**src/rtl/nibble_serial_addsub_ctrl_pkg.sv**
```systemverilog
// Shared types and constants for the nibble-serial add/subtract controller.
package nibble_serial_addsub_ctrl_pkg;

    localparam int NIBBLE_W = 4;

    typedef enum logic [1:0] {
        IDLE = 2'd0,
        RUN  = 2'd1,
        DONE = 2'd2
    } state_t;

endpackage

```
**src/rtl/nibble_serial_addsub_ctrl_fourbi_adder.sv**
```systemverilog
// 4-bit ripple-carry adder: the single nibble datapath shared by every pass.
module fourbi_adder (
    input  logic [3:0] a,
    input  logic [3:0] b,
    input  logic       cin,
    output logic [3:0] sum,
    output logic       cout
);

    logic [4:0] c;

    // Full-adder chain, carry rippling from bit 0 upwards.
    always_comb begin
        c[0] = cin;
        for (int i = 0; i < 4; i++) begin
            sum[i]   = a[i] ^ b[i] ^ c[i];
            c[i + 1] = (a[i] & b[i]) | (c[i] & (a[i] ^ b[i]));
        end
        cout = c[4];
    end

endmodule

```
**src/rtl/nibble_serial_addsub_ctrl.sv**
```systemverilog
// WIDTH-bit add/subtract computed one nibble per clock (LSB first) through a
// single 4-bit adder, with valid/ready handshakes on operands and result.
//
// state | meaning
// ------+--------------------------------------------------------------
// IDLE  | waiting for operands, in_ready=1
// RUN   | one adder pass per clock, nibble idx written into result
// DONE  | result/carry_out/overflow held, out_valid=1 until out_ready
module nibble_serial_addsub_ctrl
    import nibble_serial_addsub_ctrl_pkg::*;
#(
    parameter int WIDTH = 16
) (
    input  logic             clk,
    input  logic             rst_n,
    input  logic             in_valid,
    output logic             in_ready,
    input  logic [WIDTH-1:0] a,
    input  logic [WIDTH-1:0] b,
    input  logic             sub,
    output logic             out_valid,
    input  logic             out_ready,
    output logic [WIDTH-1:0] result,
    output logic             carry_out,
    output logic             overflow
);

    localparam int NIBBLES = WIDTH / NIBBLE_W;
    localparam int IDX_W   = (NIBBLES > 1) ? $clog2(NIBBLES) : 1;
    localparam logic [IDX_W-1:0] LAST_IDX = IDX_W'(NIBBLES - 1);

    state_t                state;
    state_t                state_nxt;
    logic [IDX_W-1:0]      idx;
    logic                  carry_r;
    logic [WIDTH-1:0]      a_r;
    logic [WIDTH-1:0]      b_r;
    logic [NIBBLE_W-1:0]   a_nib;
    logic [NIBBLE_W-1:0]   b_nib;
    logic [NIBBLE_W-1:0]   sum_nib;
    logic                  cout_nib;
    logic                  last;

    assign a_nib = a_r[idx * NIBBLE_W +: NIBBLE_W];
    assign b_nib = b_r[idx * NIBBLE_W +: NIBBLE_W];
    assign last  = (idx == LAST_IDX);

    fourbi_adder u_adder (
        .a    (a_nib),
        .b    (b_nib),
        .cin  (carry_r),
        .sum  (sum_nib),
        .cout (cout_nib)
    );

    // State register.
    always_ff @(posedge clk or negedge rst_n) begin
        if (!rst_n) state <= IDLE;
        else        state <= state_nxt;
    end

    // Next-state decode.
    always_comb begin
        state_nxt = state;
        case (state)
            IDLE:    if (in_valid)  state_nxt = RUN;
            RUN:     if (last)      state_nxt = DONE;
            DONE:    if (out_ready) state_nxt = IDLE;
            default:                state_nxt = IDLE;
        endcase
    end

    // Handshake outputs are pure decodes of the state.
    always_comb begin
        in_ready  = 1'b0;
        out_valid = 1'b0;
        case (state)
            IDLE:    in_ready  = 1'b1;
            DONE:    out_valid = 1'b1;
            default: ;
        endcase
    end

    // Operand capture, per-nibble write-back and final flag capture.
    // Subtraction is pre-inverted into b_r with carry-in 1 so RUN is a plain add.
    always_ff @(posedge clk or negedge rst_n) begin
        if (!rst_n) begin
            idx       <= '0;
            carry_r   <= 1'b0;
            a_r       <= '0;
            b_r       <= '0;
            result    <= '0;
            carry_out <= 1'b0;
            overflow  <= 1'b0;
        end else begin
            case (state)
                IDLE: begin
                    if (in_valid) begin
                        a_r     <= a;
                        b_r     <= sub ? ~b : b;
                        carry_r <= sub;
                        idx     <= '0;
                    end
                end
                RUN: begin
                    result[idx * NIBBLE_W +: NIBBLE_W] <= sum_nib;
                    carry_r <= cout_nib;
                    if (last) begin
                        carry_out <= cout_nib;
                        overflow  <= (a_r[WIDTH-1] == b_r[WIDTH-1]) &&
                                     (sum_nib[NIBBLE_W-1] != a_r[WIDTH-1]);
                    end else begin
                        idx <= idx + 1'b1;
                    end
                end
                default: ;
            endcase
        end
    end

endmodule

```
**config.mk**
```make
export PLATFORM = sky130hd
export DESIGN_NAME = nibble_serial_addsub_ctrl
export DESIGN_NICKNAME = d
export VERILOG_FILES = /design/src/rtl/nibble_serial_addsub_ctrl_pkg.sv /design/src/rtl/nibble_serial_addsub_ctrl_fourbi_adder.sv /design/src/rtl/nibble_serial_addsub_ctrl.sv
export SDC_FILE = /design/constraint.sdc
export NUM_CORES = 1
export LEC_CHECK = 0
export ABC_AREA = 1
export CAP_MARGIN = 10
export CORE_MARGIN = 4
export CORE_UTILIZATION = 33
export CTS_BUF_LIST = sky130_fd_sc_hd__clkbuf_4 sky130_fd_sc_hd__clkbuf_8
export CTS_CLUSTER_SIZE = 12
export DETAILED_ROUTE_END_ITERATION = 8
export GPL_TIMING_DRIVEN = 0
export PLACE_DENSITY = 0.55
export SLEW_MARGIN = 20
export SYNTH_ARGS = -nofsm -noshare
export SYNTH_HDL_FRONTEND = slang
export SYNTH_SLANG_ARGS = --single-unit
```
**constraint.sdc**
```tcl
create_clock -name clk -period 7.9 [get_ports clk]
set_input_delay 1.185 -clock clk [delete_from_list [all_inputs] [get_ports clk]]
set_output_delay 1.185 -clock clk [all_outputs]
set_load 0.1 [all_outputs]
```
==> impl_metrics.json, run 1 <==
{
  "arrival_ns": 3.59,
  "grt_pass1_wl_um": 11200,
  "start_util_pct": 33.6,
  "path_class": "reg2reg",
  "start_kind": "register",
  "wl_per_cell_um": 12.0,
  "antenna_found_initial": 0,
  "max-vdd-ir-drop_mv": 0.140,
  "use_met1_pct": 19.4,
  "synthCells": 372,
  "place_inst": 535,
  "ys_ff_latch": 55,
  "syn_nets": 419,
  "die_area_um2": 10400,
  "hpwl_um": 4910,
  "synth_area_per_cell_um2": 7.84,
  "seq_area_um2": 1380,
  "endpoint_kind": "register",
  "slowest_stage": "fa_1",
  "pin_count": 57,
  "fmax_ghz": 0.296,
  "worstPathCellList": "buf_2 > clkinv_1 > nand3_1 > nand2_1 > fa_1 > inv_1 > fa_1 > inv_1 > fa_1 > inv_1 > fa_1 > nand2_1 > inv_1 > nand3_1 > nand2_1",
  "cp_max_fo": 11,
  "grt_usage_pct": 13.5,
  "drc": 0,
  "syn_area_um2": 2920,
  "h-tree-depth": 2,
  "fin_cells": 542,
  "grt_overflow": 0,
  "synth_area_leaders": "dfrtp_1 47%, nand2_1 24%, xor2_1 4.8%, nand3_1 4.5%, inv_1 3.1%",
  "fin_skew_ns": 0.00755,
  "fp.dieH_um": 102,
  "grt_busiest_layer": "met2",
  "switchingPower_mw": 0.893,
  "synth_top_area_share_pct": 47.2,
  "min_period_ns": 3.38,
  "layout.nets": 481,
  "power.share.clock_pct": 9.2,
  "vias": 2429,
  "antennaDiodeCount": 0,
  "routed_wirelength_um": 6530,
  "cts_buffer_depth": 2,
  "cts_tree": "yes",
  "power.leakage_nw": 1.91,
  "grt_pass1_vias": 2355,
  "hp-class": "reg2reg",
  "hold_start": "b_r[4]$_DFFE_PN0P_",
  "ys_seq_area_share_pct": 47.2,
  "min_path_cells": 2,
  "grt_max_degree": 56,
  "path_delay_family": "adder cells",
  "ctsHoldBuffers": 0,
  "cts_buffers": 5,
  "maxSlewViolCount": 0,
  "reg2reg_depth": 15,
  "post-cts-setup-buffer-count": 0,
  "fin_tns_setup_ns": 0,
  "rr_endpoint": "result[11]$_DFFE_PN0P_",
  "path_buf_inv": 6,
  "cts_root_buf": "clkbuf_8",
  "p_int_mw": 0.801,
  "grt_setup_unrepaired": "no",
  "slew_headroom_pct": 34.9,
  "grtUsageMet3_pct": 2.46,
  "combPwrFrac_pct": 63.1,
  "cp.required_ns": 8.10,
  "fillCellCount": 932,
  "use_met2_pct": 20.9,
  "syn_to_final_growth_pct": 26.4,
  "seqPwrFrac_pct": 27.6,
  "power.density_nw_per_um2": 460,
  "clock_latency_ns": 0.30,
  "p_total_mw": 1.69,
  "status": "finished clean",
  "cts_resized": 0,
  "worstReg2RegStart": "idx[1]$_DFFE_PN0P_",
  "coreArea_um2": 8680,
  "drt_iter0_drc": 109,
  "cap_violations": 0,
  "utilization_pct": 42.5,
  "swShare_pct": 52.7,
  "multiInputGateArea_um2": 1310,
  "drtPass1Iterations": 5,
  "finalCritPeriodShare_pct": 42.8,
  "die_x_um": 102,
  "rrSetupSlack_ns": 4.52,
  "drtAntennaViolNets": 0,
  "cpPeakStageDelay_ns": 0.50,
  "yosysUniqueCellTypes": 19,
  "clock-sinks": 55,
  "drive_gt1_share_pct": 6.68,
  "gp_congestion": 0.826,
  "synth_area_leader_cell": "dfrtp_1",
  "finalHoldViolCount": 0,
  "setup_viol": 0,
  "tightestPinTransition_ns": 0.973,
  "port_buffers": 55,
  "whs_endpoint": "b_r[4]$_DFFE_PN0P_",
  "rows": 34,
  "clkSlewWorstSetupHoldPaths_ns": 0.10,
  "via_per_inst": 4.48,
  "yosysWarnings": 0
}
==> kinds of logic after synthesis <==
family / after synthesis / synth area share [%]
simple gates: 233 / 31.7
flops: 55 / 47.2
buf+inv: 43 / 7.77
xor+xnor: 16 / 4.81
compound gates: 15 / 3.18
fa+ha+maj: 10 / 5.32
==> state kept, by name, indices dropped and copies added (netlist names) <==
name       cells
a_r           16
b_r           16
carry_out      1
carry_r        1
idx            2
overflow       1
result        16
state          2
==> worst reg2reg max path, stage by stage (launching register included) <==
cell and delay [ns]:
dfrtp_1 0.40, buf_2 0.25, clkinv_1 0.37, nand3_1 0.24, nand2_1 0.11, fa_1 0.39
inv_1 0.07, fa_1 0.16, inv_1 0.05, fa_1 0.35, inv_1 0.07, fa_1 0.50
nand2_1 0.14, inv_1 0.05, nand3_1 0.08, nand2_1 0.06
==> power groups by stage <==
stage	Sequential, mW	Combinational (mW)	Clock, mW
finish	0.468	1.07	0.157
global route	0.483	1.19	0.174
CTS	0.469	1.08	0.162
detailed placement	0.474	1.07	0
global placement	0.473	1.06	0
floorplan	0.673	0.597	0
==> worst max path at each step <==
stage | start | end | slack, ns | cells after the start
finish | idx[1]$_DFFE_PN0P_ | result[11]$_DFFE_PN0P_ | 4.52 | 15
global route | idx[1]$_DFFE_PN0P_ | result[11]$_DFFE_PN0P_ | 4.28 | 15
CTS | idx[1]$_DFFE_PN0P_ | result[11]$_DFFE_PN0P_ | 4.54 | 15
detailed placement | idx[1]$_DFFE_PN0P_ | result[11]$_DFFE_PN0P_ | 4.54 | 15
global placement | rst_n | a_r[0]$_DFFE_PN0P_ | 3.93 | 1
floorplan | state[1]$_DFFE_PN0P_ | out_valid | 4.95 | 2
==> cell type report <==
type	instances	area share (%)
Clock inverter	1	0.136
Buffer	17	3.50
Sequential cell	55	37.3
Tap cell	108	3.67
Timing Repair Buffer	55	14.9
Clock buffer	6	2.24
Inverter	26	2.65
Multi-Input combinational cell	274	35.6
==> cells in the final DEF, fill, tap and decap left out, types with 2 or more instances in the layout <==
master / Yosys / routed
buf_2: 7 / 7
buf_4: 5 / 6
buf_6: 5 / 5
clkbuf_8: 0 / 6
clkdlybuf4s50_1: 0 / 54
dfrtp_1: 55 / 55
fa_1: 4 / 4
ha_1: 6 / 6
inv_1: 24 / 24
nand2_1: 185 / 185
nand2_2: 2 / 2
nand3_1: 26 / 26
nand4_1: 2 / 2
nor2_1: 17 / 17
o211ai_1: 6 / 6
o21ai_0: 8 / 8
xor2_1: 16 / 16
==> cell usage after synthesis <==
library cell	number
nor2_1	17
nand2_1	185
o31ai_1	1
nand3_1	26
buf_4	5
inv_1	24
nand2_2	2
nor2_4	1
dfrtp_1	55
fa_1	4
o21ai_0	8
xor2_1	16
ha_1	6
buf_6	5
o211ai_1	6
inv_2	1
nand4_1	2
clkinv_1	1
buf_2	7
==> metrics by stage <==
stage / hold WS, ns / setup slack (ns) / area, um2
after floorplan: 0.449 / 4.95 / 2920
after global placement: 0.464 / 3.93 / 3600
after detailed placement: 0.465 / 4.54 / 3600
after CTS: 0.490 / 4.54 / 3690
after global routing: 0.504 / 4.28 / 3690
final: 0.487 / 4.52 / 3690
==> routing by layer <==
| metal | vias to the layer above | part of all wire [%] |
|---|---|---|
| met2 | 57 | 46 |
| met3 | 9 | 5.2 |
| li1 | 1266 | - |
| met5 | - | 0 |
| met1 | 1097 | 48 |
| met4 | 0 | 1.3 |
Power figures use the tool's default switching activity.
==> run 2, diff against run 1 <==
PLACE_DENSITY = 0.57   (was 0.55)
clock period = 2.8 ns   (was 7.9 ns; I/O delays follow)
==> run 2 against run 1 <==
Against the previous run: the run now ends with setup timing left; die area is the same; clock power grew to 3.5 times the previous value; worst setup slack lost 4.5 ns; first-iteration DRC count shrank 23%; sequential share of layout area shrank 1.9 points; largest cell class unchanged.
==> impl_metrics.json, run 2 (synthesized netlist as in run 1, its figures left out) <==
{
  "status": "finished, violations left",
  "violations": "setup timing",
  "power.leakage_nw": 1.99,
  "wl_per_cell_um": 12.7,
  "p_total_mw": 5.29,
  "wl_met3_um": 412,
  "highest_layer": "met4",
  "clock-sinks": 55,
  "wl_met2_um": 3380,
  "met1_length_um": 3140,
  "routed_wirelength_um": 7010,
  "drc": 0,
  "place_inst": 535,
  "crit_top_cell": "fa_2",
  "path_delay_family": "adder cells",
  "h-tree-depth": 2,
  "power.density_nw_per_um2": 1360,
  "seq_area_um2": 1380,
  "finalHoldViolCount": 0,
  "fin_cells": 553,
  "cts_buffers": 5,
  "cts_root_buf": "clkbuf_8",
  "start_util_pct": 33.6,
  "fp.dieH_um": 102,
  "grt_pass1_vias": 2477,
  "finalCritPeriodShare_pct": 100,
  "pin_count": 57,
  "crit_cells": 18,
  "reg_top3": "a_r (16), b_r (16), result (16)",
  "drtAntennaViolNets": 0,
  "slew_headroom_pct": 35.1,
  "min_period_ns": 2.81,
  "grt_usage_pct": 14.7,
  "place_ws_ns": -0.447,
  "endpoint_kind": "register",
  "grt_pass1_wl_um": 12100,
  "fin_tns_setup_ns": -0.00672,
  "hp-class": "in2async",
  "multiInputGateArea_um2": 1360,
  "utilization_pct": 44.8,
  "cp.required_ns": 3.06,
  "start_kind": "register",
  "worstPathCellList": "buf_6 > inv_4 > buf_6 > nand2_2 > nand3_2 > nand2_2 > fa_2 > inv_2 > fa_2 > inv_2 > fa_2 > inv_2 > fa_2 > inv_1 > nand3_1 > nand2_1 > nand2_1 > nand2_1",
  "cp_max_fo": 5,
  "fin_skew_ns": 0.00626,
  "die_x_um": 102,
  "hpwl_um": 5070,
  "layout.nets": 491,
  "path_class": "reg2reg",
  "arrival_ns": 3.06,
  "antenna_found_initial": 0,
  "max-vdd-ir-drop_mv": 0.515,
  "fin_ws_ns": -0.00672,
  "drtPass1Iterations": 5,
  "port_buffers": 55,
  "clock_latency_ns": 0.31,
  "rows": 34,
  "cts_buffer_depth": 2,
  "fmax_ghz": 0.356,
  "clkSlewWorstSetupHoldPaths_ns": 0.10,
  "rrSetupSlack_ns": -0.007,
  "final_cell_mix": "180 x nand2_1, 55 x dfrtp_1, 54 x clkdlybuf4s50_1",
  "layout_commonest_cell": "nand2_1",
  "reg2reg_depth": 18,
  "cpPeakStageDelay_ns": 0.48,
  "drt_iter0_drc": 84,
  "fillCellCount": 886,
  "tightestPinTransition_ns": 0.970,
  "cap_violations": 0,
  "die_area_um2": 10400,
  "maxSlewViolCount": 0,
  "setup_viol": 1,
  "grt_max_degree": 56,
  "cts_tree": "yes",
  "syn_to_final_growth_pct": 33.3,
  "vias": 2534,
  "gp_congestion": 0.812,
  "grt_overflow": 0,
  "antennaDiodeCount": 0,
  "slowest_stage": "fa_2",
  "drive_gt1_share_pct": 13.7,
  "path_buf_inv": 7,
  "via_per_inst": 4.58,
  "coreArea_um2": 8680,
  "grt_setup_unrepaired": "yes"
}
-- run 2: cell count changes in the layout (fill, tap and decap cells not counted), sizes merged --
cell and delta:
bufinv +1, buf +9, clkbuf +1
-- run 2: area by class of cell --
cell class / instances / area share [%]
flip-flops and latches: 55 / 35.4
multi-input cells: 274 / 35.1
clock buffers: 6 / 2.12
inverters: 26 / 2.70
plain buffers: 17 / 4.19
repair buffers: 65 / 16.1
well taps: 108 / 3.48
clock inverters: 2 / 0.901
-- run 2: routing by layer --
layer  vias up  GRT usage [%]
li1       1286              -
met1      1182           19.8
met2        58           24.5
met3         8           2.87
met4         0           3.63
met5         -              0
-- run 2: final timing paths --
check | startpoint | endpoint
min | rst_n | result[8]$_DFFE_PN0P_
min reg2reg | a_r[12]$_DFFE_PN0P_ | a_r[12]$_DFFE_PN0P_
max | idx[0]$_DFFE_PN0P_ | overflow$_DFFE_PN0P_
min in group clk | sub | b_r[4]$_DFFE_PN0P_
max in group asynchronous | rst_n | a_r[1]$_DFFE_PN0P_
max reg2reg | idx[0]$_DFFE_PN0P_ | overflow$_DFFE_PN0P_
-- run 2: repair_timing --
| item | 4_1_cts | 5_1_grt |
|---|---|---|
| hold endpoints to repair | 0 | 0 |
| pin swaps | 10 | 9 |
| setup endpoints to repair | 9 | 6 |
| setup buffers | 9 | 1 |
| hold buffers | 0 | 0 |
| resized for setup | 26 | 7 |
-- run 2: power breakdown --
part           internal [mW]  total [mW]  switching (mW)
combinational           1.16        3.41            2.25
clock                  0.290       0.554           0.264
sequential              1.13        1.32           0.190
total                   2.59        5.29            2.70
-- run 2: through the flow --
stage	hold slack (ns)	area [um2]
after floorplan	0.124	2920
after global placement	0.464	3610
after detailed placement	0.466	3600
after CTS	0.179	3860
after global routing	0.206	3890
final	0.147	3890
